`config.mk`:
```
export PLATFORM = sky130hd
export DESIGN_NAME = ps2_host_tx
export DESIGN_NICKNAME = d
export VERILOG_FILES = /design/src/rtl/ps2_host_tx.sv
export SDC_FILE = /design/constraint.sdc
export NUM_CORES = 1
export LEC_CHECK = 0
export ABC_AREA = 0
export CAP_MARGIN = 20
export CORE_MARGIN = 1.5
export CORE_UTILIZATION = 50
export DETAILED_ROUTE_END_ITERATION = 10
export PLACE_DENSITY = 0.78
export SETUP_SLACK_MARGIN = 0.02
export SLEW_MARGIN = 10
export SYNTH_ARGS = -nofsm -noshare
export SYNTH_HDL_FRONTEND = slang
export SYNTH_SLANG_ARGS = --single-unit
export TNS_END_PERCENT = 20
```
`constraint.sdc`:
```
create_clock -name Clock -period 4.15 [get_ports Clock]
set_clock_uncertainty 0.15 [all_clocks]
set_input_delay 0.415 -clock Clock [delete_from_list [all_inputs] [get_ports Clock]]
set_output_delay 0.415 -clock Clock [all_outputs]
set_load 0.01 [all_outputs]
```
`src/rtl/ps2_host_tx.sv`:
```
// PS/2 host-to-device transmitter: inhibits the bus, requests to send, then shifts
// out one command byte (odd parity) on device clock edges and checks the device ack.
module ps2_host_tx #(
    parameter int INHIBIT_CYCLES = 5000,
    parameter int TIMEOUT_CYCLES = 750000
) (
    input  logic       Clock,
    input  logic       Reset,
    input  logic [7:0] iData,
    input  logic       iSend,
    input  logic       PS2_CLK,
    input  logic       PS2_DATA,
    output logic       oPS2_CLK_OE,
    output logic       oPS2_DATA_OE,
    output logic       oBusy,
    output logic       oDone,
    output logic       oError
);
    localparam int IW = $clog2(INHIBIT_CYCLES + 1);
    localparam int TW = $clog2(TIMEOUT_CYCLES + 1);

    localparam logic [2:0] S_IDLE    = 3'd0;
    localparam logic [2:0] S_INHIBIT = 3'd1;
    localparam logic [2:0] S_REQUEST = 3'd2;
    localparam logic [2:0] S_SHIFT   = 3'd3;
    localparam logic [2:0] S_ACK     = 3'd4;
    localparam logic [2:0] S_RELEASE = 3'd5;

    localparam logic [IW-1:0] INH_LAST  = IW'(INHIBIT_CYCLES - 1);
    localparam logic [IW-1:0] INH_START = IW'(INHIBIT_CYCLES - 2);
    localparam logic [TW-1:0] TMO_LAST  = TW'(TIMEOUT_CYCLES - 1);

    logic [2:0]    clk_s_q;
    logic [1:0]    dat_s_q;
    logic [2:0]    state_q, state_d;
    logic [IW-1:0] icnt_q, icnt_d;
    logic [TW-1:0] tcnt_q, tcnt_d;
    logic [3:0]    bcnt_q, bcnt_d;
    logic [7:0]    data_q, data_d;
    logic          par_q, par_d;
    logic          clk_oe_q, clk_oe_d;
    logic          dat_oe_q, dat_oe_d;
    logic          done_q, done_d;
    logic          err_q, err_d;

    logic clk_sync, dat_sync, fall;
    assign clk_sync = clk_s_q[1];
    assign dat_sync = dat_s_q[1];
    assign fall     = clk_s_q[2] & ~clk_s_q[1];

    always_comb begin
        state_d  = state_q;
        icnt_d   = icnt_q;
        tcnt_d   = tcnt_q;
        bcnt_d   = bcnt_q;
        data_d   = data_q;
        par_d    = par_q;
        clk_oe_d = clk_oe_q;
        dat_oe_d = dat_oe_q;
        done_d   = 1'b0;
        err_d    = 1'b0;
        case (state_q)
            S_IDLE: begin
                clk_oe_d = 1'b0;
                dat_oe_d = 1'b0;
                if (iSend) begin
                    data_d   = iData;
                    par_d    = ~^iData;
                    icnt_d   = '0;
                    clk_oe_d = 1'b1;
                    // a one-cycle inhibit is also its own last cycle
                    dat_oe_d = (INHIBIT_CYCLES == 1);
                    state_d  = S_INHIBIT;
                end
            end
            S_INHIBIT: begin
                icnt_d = icnt_q + IW'(1);
                if (icnt_q == INH_START) dat_oe_d = 1'b1;
                if (icnt_q == INH_LAST) begin
                    clk_oe_d = 1'b0;
                    dat_oe_d = 1'b1;
                    state_d  = S_REQUEST;
                end
            end
            S_REQUEST: begin
                tcnt_d  = TW'(1);
                bcnt_d  = '0;
                state_d = S_SHIFT;
            end
            S_SHIFT: begin
                if (fall) begin
                    bcnt_d = bcnt_q + 4'd1;
                    if (bcnt_q < 4'd8) begin
                        dat_oe_d = ~data_q[bcnt_q[2:0]];
                    end else if (bcnt_q == 4'd8) begin
                        dat_oe_d = ~par_q;
                    end else begin
                        dat_oe_d = 1'b0;
                        state_d  = S_ACK;
                    end
                end
            end
            S_ACK: begin
                if (fall) begin
                    if (dat_sync) begin
                        err_d   = 1'b1;
                        state_d = S_IDLE;
                    end else begin
                        state_d = S_RELEASE;
                    end
                end
            end
            S_RELEASE: begin
                if (clk_sync && dat_sync) begin
                    done_d  = 1'b1;
                    state_d = S_IDLE;
                end
            end
            default: state_d = S_IDLE;
        endcase

        // timeout wins over a coincident ack so oDone and oError stay exclusive
        if (state_q == S_SHIFT || state_q == S_ACK || state_q == S_RELEASE) begin
            tcnt_d = tcnt_q + TW'(1);
            if (tcnt_q == TMO_LAST) begin
                clk_oe_d = 1'b0;
                dat_oe_d = 1'b0;
                done_d   = 1'b0;
                err_d    = 1'b1;
                state_d  = S_IDLE;
            end
        end
    end

    always_ff @(posedge Clock) begin
        if (Reset) begin
            clk_s_q  <= 3'b111;
            dat_s_q  <= 2'b11;
            state_q  <= S_IDLE;
            icnt_q   <= '0;
            tcnt_q   <= '0;
            bcnt_q   <= '0;
            data_q   <= '0;
            par_q    <= 1'b0;
            clk_oe_q <= 1'b0;
            dat_oe_q <= 1'b0;
            done_q   <= 1'b0;
            err_q    <= 1'b0;
        end else begin
            clk_s_q  <= {clk_s_q[1:0], PS2_CLK};
            dat_s_q  <= {dat_s_q[0], PS2_DATA};
            state_q  <= state_d;
            icnt_q   <= icnt_d;
            tcnt_q   <= tcnt_d;
            bcnt_q   <= bcnt_d;
            data_q   <= data_d;
            par_q    <= par_d;
            clk_oe_q <= clk_oe_d;
            dat_oe_q <= dat_oe_d;
            done_q   <= done_d;
            err_q    <= err_d;
        end
    end

    assign oPS2_CLK_OE  = clk_oe_q;
    assign oPS2_DATA_OE = dat_oe_q;
    assign oBusy        = (state_q != S_IDLE);
    assign oDone        = done_q;
    assign oError       = err_q;
endmodule

```
---- After elaboration in Yosys (flattened, before gate mapping) ----
Index checks and enable logic that the tools add are counted.
word-level totals
  register bits after elaboration ......... 58
  word-level logic and storage cells ...... 85
operators by class
  magnitude comparators ................... 2
  bitwise gates (word level) .............. 4
  add/sub/neg operators ................... 3
  reduce and logical (&&, ||, !) cells .... 12
  eq/ne operators ......................... 11
  muxes and demuxes ....................... 41
operators with widths
  operator                                                                      number
  20-bit 2-to-1 mux                                                             2
  3-bit 2-to-1 mux                                                              10
  13-bit equality test, second input constant                                   2
  13-bit case mux with 2 select lines                                           1
  1-bit 2-to-1 mux                                                              21
  20-bit by 1-bit adder with 20-bit output, second input constant               1
  20-bit equality test, second input constant                                   1
  3-bit case mux with 6 select lines                                            1
  13-bit by 1-bit adder with 13-bit output, second input constant               1
  13-bit 2-to-1 mux                                                             1
  4-bit case mux with 2 select lines                                            1
  8-bit XNOR reduction                                                          1
  3-bit by 2-bit equality test with 1-bit output, second input constant         2
  3-bit equality test, second input constant                                    2
  2-bit AND reduction                                                           3
  2-bit nonzero test                                                            3
  4-bit by 1-bit adder with 4-bit output, second input constant                 1
  4-bit equality test, second input constant                                    1
  3-bit by 4-bit less-than comparator with 1-bit output, second input constant  1
  4-bit less-than comparator, second input constant                             1
  4-bit 2-to-1 mux                                                              1
  2-bit inequality test, second input constant                                  2
  1-bit binary-select mux with 3-bit select                                     1
  3-bit by 1-bit equality test with 1-bit output, second input constant         1
  other kinds (8)                                                               11

---- Depth between registers and ports, before layout ----
  depth in word-level cells ............... 8
  mapped depth ............................ 7
  mapped depth without buffers ............ 6

---- Worst setup path before layout ----
No wires, ideal clock.
  kind .................................... register to register
  from .................................... register tcnt_q[5]
  to ...................................... register state_q[2]
  stages on the path, launching flop included .. 6
  buffers on the path ..................... 1
  arrival ................................. 1.557 ns
  data required time ...................... 3.885 ns
  slack ................................... 2.328 ns
  path through ............................ dfxtp_1 -> buf_2 -> or4b_1 -> nor4_1 -> a21o_1 -> o21ba_2
between the ends
  longest elaborated chain between the ends .. 3
RTL lines
  item                    line  text
  from (decl)             37    logic [TW-1:0] tcnt_q, tcnt_d;
  from (signal assigned)  154   tcnt_q <= tcnt_d;
  20-bit equality test    125   if (tcnt_q == TMO_LAST) begin
  3-bit 2-to-1 mux        125
  3-bit 2-to-1 mux        123   if (state_q == S_SHIFT || state_q == S_ACK || state_q == S_RELEASE) begin
  to (signal assigned)    152   state_q <= state_d;
  to (decl)               35    logic [2:0] state_q, state_d;
No other way between the ends.
A chain may end at the register's enable or synchronous reset.

---- Worst setup path after layout ----
  from .................................... register state_q[1]
  to ...................................... output oBusy
between the ends
  longest elaborated chain between the ends .. 1
RTL lines
  item                line  text
  3-bit nonzero test  167   assign oBusy = (state_q != S_IDLE);
  to (decl)           15    output logic oBusy,
No other way between the ends.

==> impl_metrics.env <==
export IMPL_synth_avg_cell_area_um2=8.34
export IMPL_seq_power_share_pct=53.0
export IMPL_path_clk_slew_ns=0.06
export IMPL_vias=2664
export IMPL_cts_max_level=3
export IMPL_slew_violations=0
export IMPL_grt_max_degree=57
export IMPL_stdcell_area_um2=3340
export IMPL_detailedPlace_worstSlack_ns=1.63
export IMPL_synthTopCellsByArea="dfxtp_1 39%, a21oi_1 6.2%, nand2_1 5.0%, nor2_1 3.1%, nand3_1 3.0%"
export IMPL_post_cts_resized=0
export IMPL_reg2reg_depth=4
export IMPL_syn_inst=361
export IMPL_synth_top_cell_area_share_pct=38.6
export IMPL_antenna_left=0
export IMPL_fillers=530
export IMPL_rsz0062_at_grt="no"
export IMPL_holdCritPathClass="reg -> reg"
export IMPL_start_kind="register"
export IMPL_critical_path_class="reg -> out"
export IMPL_r2r_end="tcnt_q[15]"
export IMPL_drc=0
export IMPL_instances_no_fill=448
export IMPL_clkPwrFrac_pct=39.0
export IMPL_dp_hpwl_um=4460
export IMPL_period_needed_ns=2.39
export IMPL_max_cap_violations=0
export IMPL_async_flop_share_pct=0
export IMPL_ios=18
export IMPL_cp_slowest_cell="dfxtp_1"
export IMPL_crit_path_start="state_q[1]"
export IMPL_cts_buffers=9
export IMPL_worstMarginPinSlew_ns=0.969
export IMPL_max_freq_mhz=419
export IMPL_floorplan_initialDensity_pct=51.4
export IMPL_synth_seq_area_share_pct=38.6
export IMPL_yosys_warnings=0
export IMPL_io_buffers=17
export IMPL_power_internal_w=0.000820
export IMPL_fin_crit_sh_pct=57.6
export IMPL_post_cts_buffers=0
export IMPL_powerDensity_nw_per_um2=326
export IMPL_worstSkewPairLatency_ns=0.34
export IMPL_cts_root_buffer="clkbuf_8"
export IMPL_hold_violations=0
export IMPL_critPathMaxFanout=19
export IMPL_cp_depth=2
export IMPL_drt_initial_drc_count=177
export IMPL_area_growth_synth_to_final_pct=11.0
export IMPL_nets=387
export IMPL_vdd_drop_max_uv=254
export IMPL_fin_setup_tns_ns=0
export IMPL_end_kind="output pin"
export IMPL_synth_cell_type_count=57
export IMPL_netlist_area_um2=3010
export IMPL_grt_pass1_vias=2359
export IMPL_swShare_pct=24.8
export IMPL_rr_startpoint="state_q[1]"
export IMPL_ys_flop_type="dfxtp_1"
export IMPL_rows=28
export IMPL_die_width_um=80.6
export IMPL_worstPathCellList="or3_1 > clkdlybuf4s50_1"
export IMPL_crit_required_ns=3.59
export IMPL_antenna_found_initial=0
export IMPL_slowest_delay_ns=0.70
export IMPL_grt_first_pass_wirelength_um=10800
export IMPL_core_area_um2=5850
export IMPL_setup_viol=0
export IMPL_wirelength_um=6490
export IMPL_cts_buffer_depth=2
export IMPL_fin_util_pct=57.1
export IMPL_synth_edf_count=0
export IMPL_r2r_slack_ns=1.83
export IMPL_p_leak_nw=1.13
export IMPL_overflow=0
export IMPL_drive_above_1_share_pct=9.65
export IMPL_dieHeight_um=80.6
export IMPL_synth_seq_cells=58
export IMPL_final_setup_worst_slack_ns=1.76
export IMPL_syn_num_nets=379
export IMPL_cts_tree="built"
export IMPL_status="completed"
export IMPL_gp_congestion=0.885
export IMPL_min_path_cells=1
export IMPL_wl_per_cell_um=14.5
export IMPL_slew_headroom_pct=35.4
export IMPL_grtUsageTotal_pct=21.7
export IMPL_cts_sinks=58
export IMPL_pwr_share_comb_pct=8.0
export IMPL_cts_hold_buf=0
export IMPL_die_area_um2=6490
export IMPL_dr_pass1_iters=4
export IMPL_dp_cells=433
export IMPL_yosys_area_top_type="dfxtp_1"
export IMPL_post_dp_cell_area_um2=3190
export IMPL_cp_num_buf_inv=1
export IMPL_crit_family="flip-flops"
export IMPL_detail_route_vias_per_cell=5.95
export IMPL_p_sw_w=0.000270
export IMPL_num_antenna_cells=0
export IMPL_arrival_ns=1.82
export IMPL_crit_end="oBusy"
## worst min path at each step
stage                     startpoint  slack, ns          to
after detailed placement  dat_s_q[0]       0.25  dat_s_q[1]
after global routing      dat_s_q[0]       0.28  dat_s_q[1]
after CTS                 dat_s_q[0]       0.26  dat_s_q[1]
after floorplan           clk_s_q[0]       0.24  clk_s_q[1]
final                     dat_s_q[0]       0.26  dat_s_q[1]
after global placement    dat_s_q[0]       0.24  dat_s_q[1]
## cell usage after synthesis (all sizes together), types with 3 or more instances
library cell,count
a211oi,6
a21o,3
a21oi,38
a311oi,4
a31oi,3
and3,4
buf,5
clkbuf,15
dfxtp,58
ha,5
inv,6
mux2,3
mux2i,4
nand2,40
nand2b,4
nand3,19
nand3b,5
nand4,9
nand4b,3
nor2,25
nor2b,4
nor3,5
nor4,4
o211ai,9
o21ai,16
o311ai,3
or2,10
or3,6
or4,6
or4b,4
xnor2,6
## sequential cells by signal, indices dropped and copies added (netlist names), 2 cells and up
signal   count
tcnt_q      20
icnt_q      13
data_q       8
bcnt_q       4
clk_s_q      3
state_q      3
dat_s_q      2
## power groups by stage
stage / registers (W) / clock network, W / logic [W]
final: 0.000578 / 0.000425 / 0.0000874
after floorplan: 0.000586 / 0 / 0.0000628
after global routing: 0.000579 / 0.000459 / 0.0000972
after global placement: 0.000590 / 0 / 0.0000855
after detailed placement: 0.000590 / 0 / 0.0000874
after CTS: 0.000578 / 0.000433 / 0.0000876
## stage by stage
step | hold slack, ns | total power, W
finish | 0.262 | 0.00109
CTS | 0.262 | 0.00110
global placement | 0.241 | 0.000675
floorplan | 0.239 | 0.000649
global route | 0.277 | 0.00114
detailed placement | 0.247 | 0.000678
## final cells by class
type	instances	area (um^2)	area share, %
repair buffers	17	165	4.95
flip-flops and latches	58	1160	34.8
clock inverters	3	17.5	0.525
multi-input cells	277	1740	52.2
inverters	6	22.5	0.674
well taps	75	93.8	2.81
clock buffers	12	135	4.05
## placed cells by master, fill, tap and decap left out, types with 2 or more instances in the layout
| cell type | n |
|---|---|
| a311oi_1 | 4 |
| nand2_1 | 40 |
| o21ai_0 | 16 |
| clkbuf_1 | 3 |
| or2_2 | 10 |
| nor3_1 | 5 |
| and3_1 | 4 |
| nor4_1 | 4 |
| nand3_1 | 18 |
| a211oi_1 | 6 |
| o211ai_1 | 9 |
| mux2i_1 | 4 |
| clkbuf_8 | 9 |
| or3_1 | 6 |
| nand4_1 | 9 |
| nand4b_1 | 3 |
| ha_1 | 5 |
| xnor2_1 | 6 |
| nor2_1 | 25 |
| dfxtp_1 | 58 |
| clkdlybuf4s50_1 | 16 |
| o2111ai_1 | 2 |
| mux2_2 | 3 |
| nand2b_1 | 4 |
| or3b_2 | 2 |
| nor2b_1 | 4 |
| inv_1 | 6 |
| a31oi_1 | 3 |
| o311ai_0 | 3 |
| or4_1 | 6 |
| and4_1 | 2 |
| or4b_1 | 4 |
| nand3b_1 | 5 |
| clkinv_2 | 2 |
| a21o_1 | 3 |
| a2bb2oi_1 | 2 |
| a21oi_1 | 37 |
| o41ai_1 | 2 |
## cells by family after synthesis
logic type                 share of synthesized area (%)
adders and majority gates                           2.08
AOI/OAI and AO/OA                                   20.6
and+or+nand+nor                                     30.1
muxes                                               3.20
DFF                                                 38.6
buffers and inverters                               3.45
xor gates and xnor gates                            2.04
## layer usage
metal  track usage, %  up-vias  part of all wire (%)
met4             7.07        0                   1.6
li1                 -     1364                     -
met2             36.2       51                    49
met3             7.50       10                   3.5
met1             25.9     1239                    46
met5                0        -                     0
No activity file was read; power rests on OpenSTA's default activity.
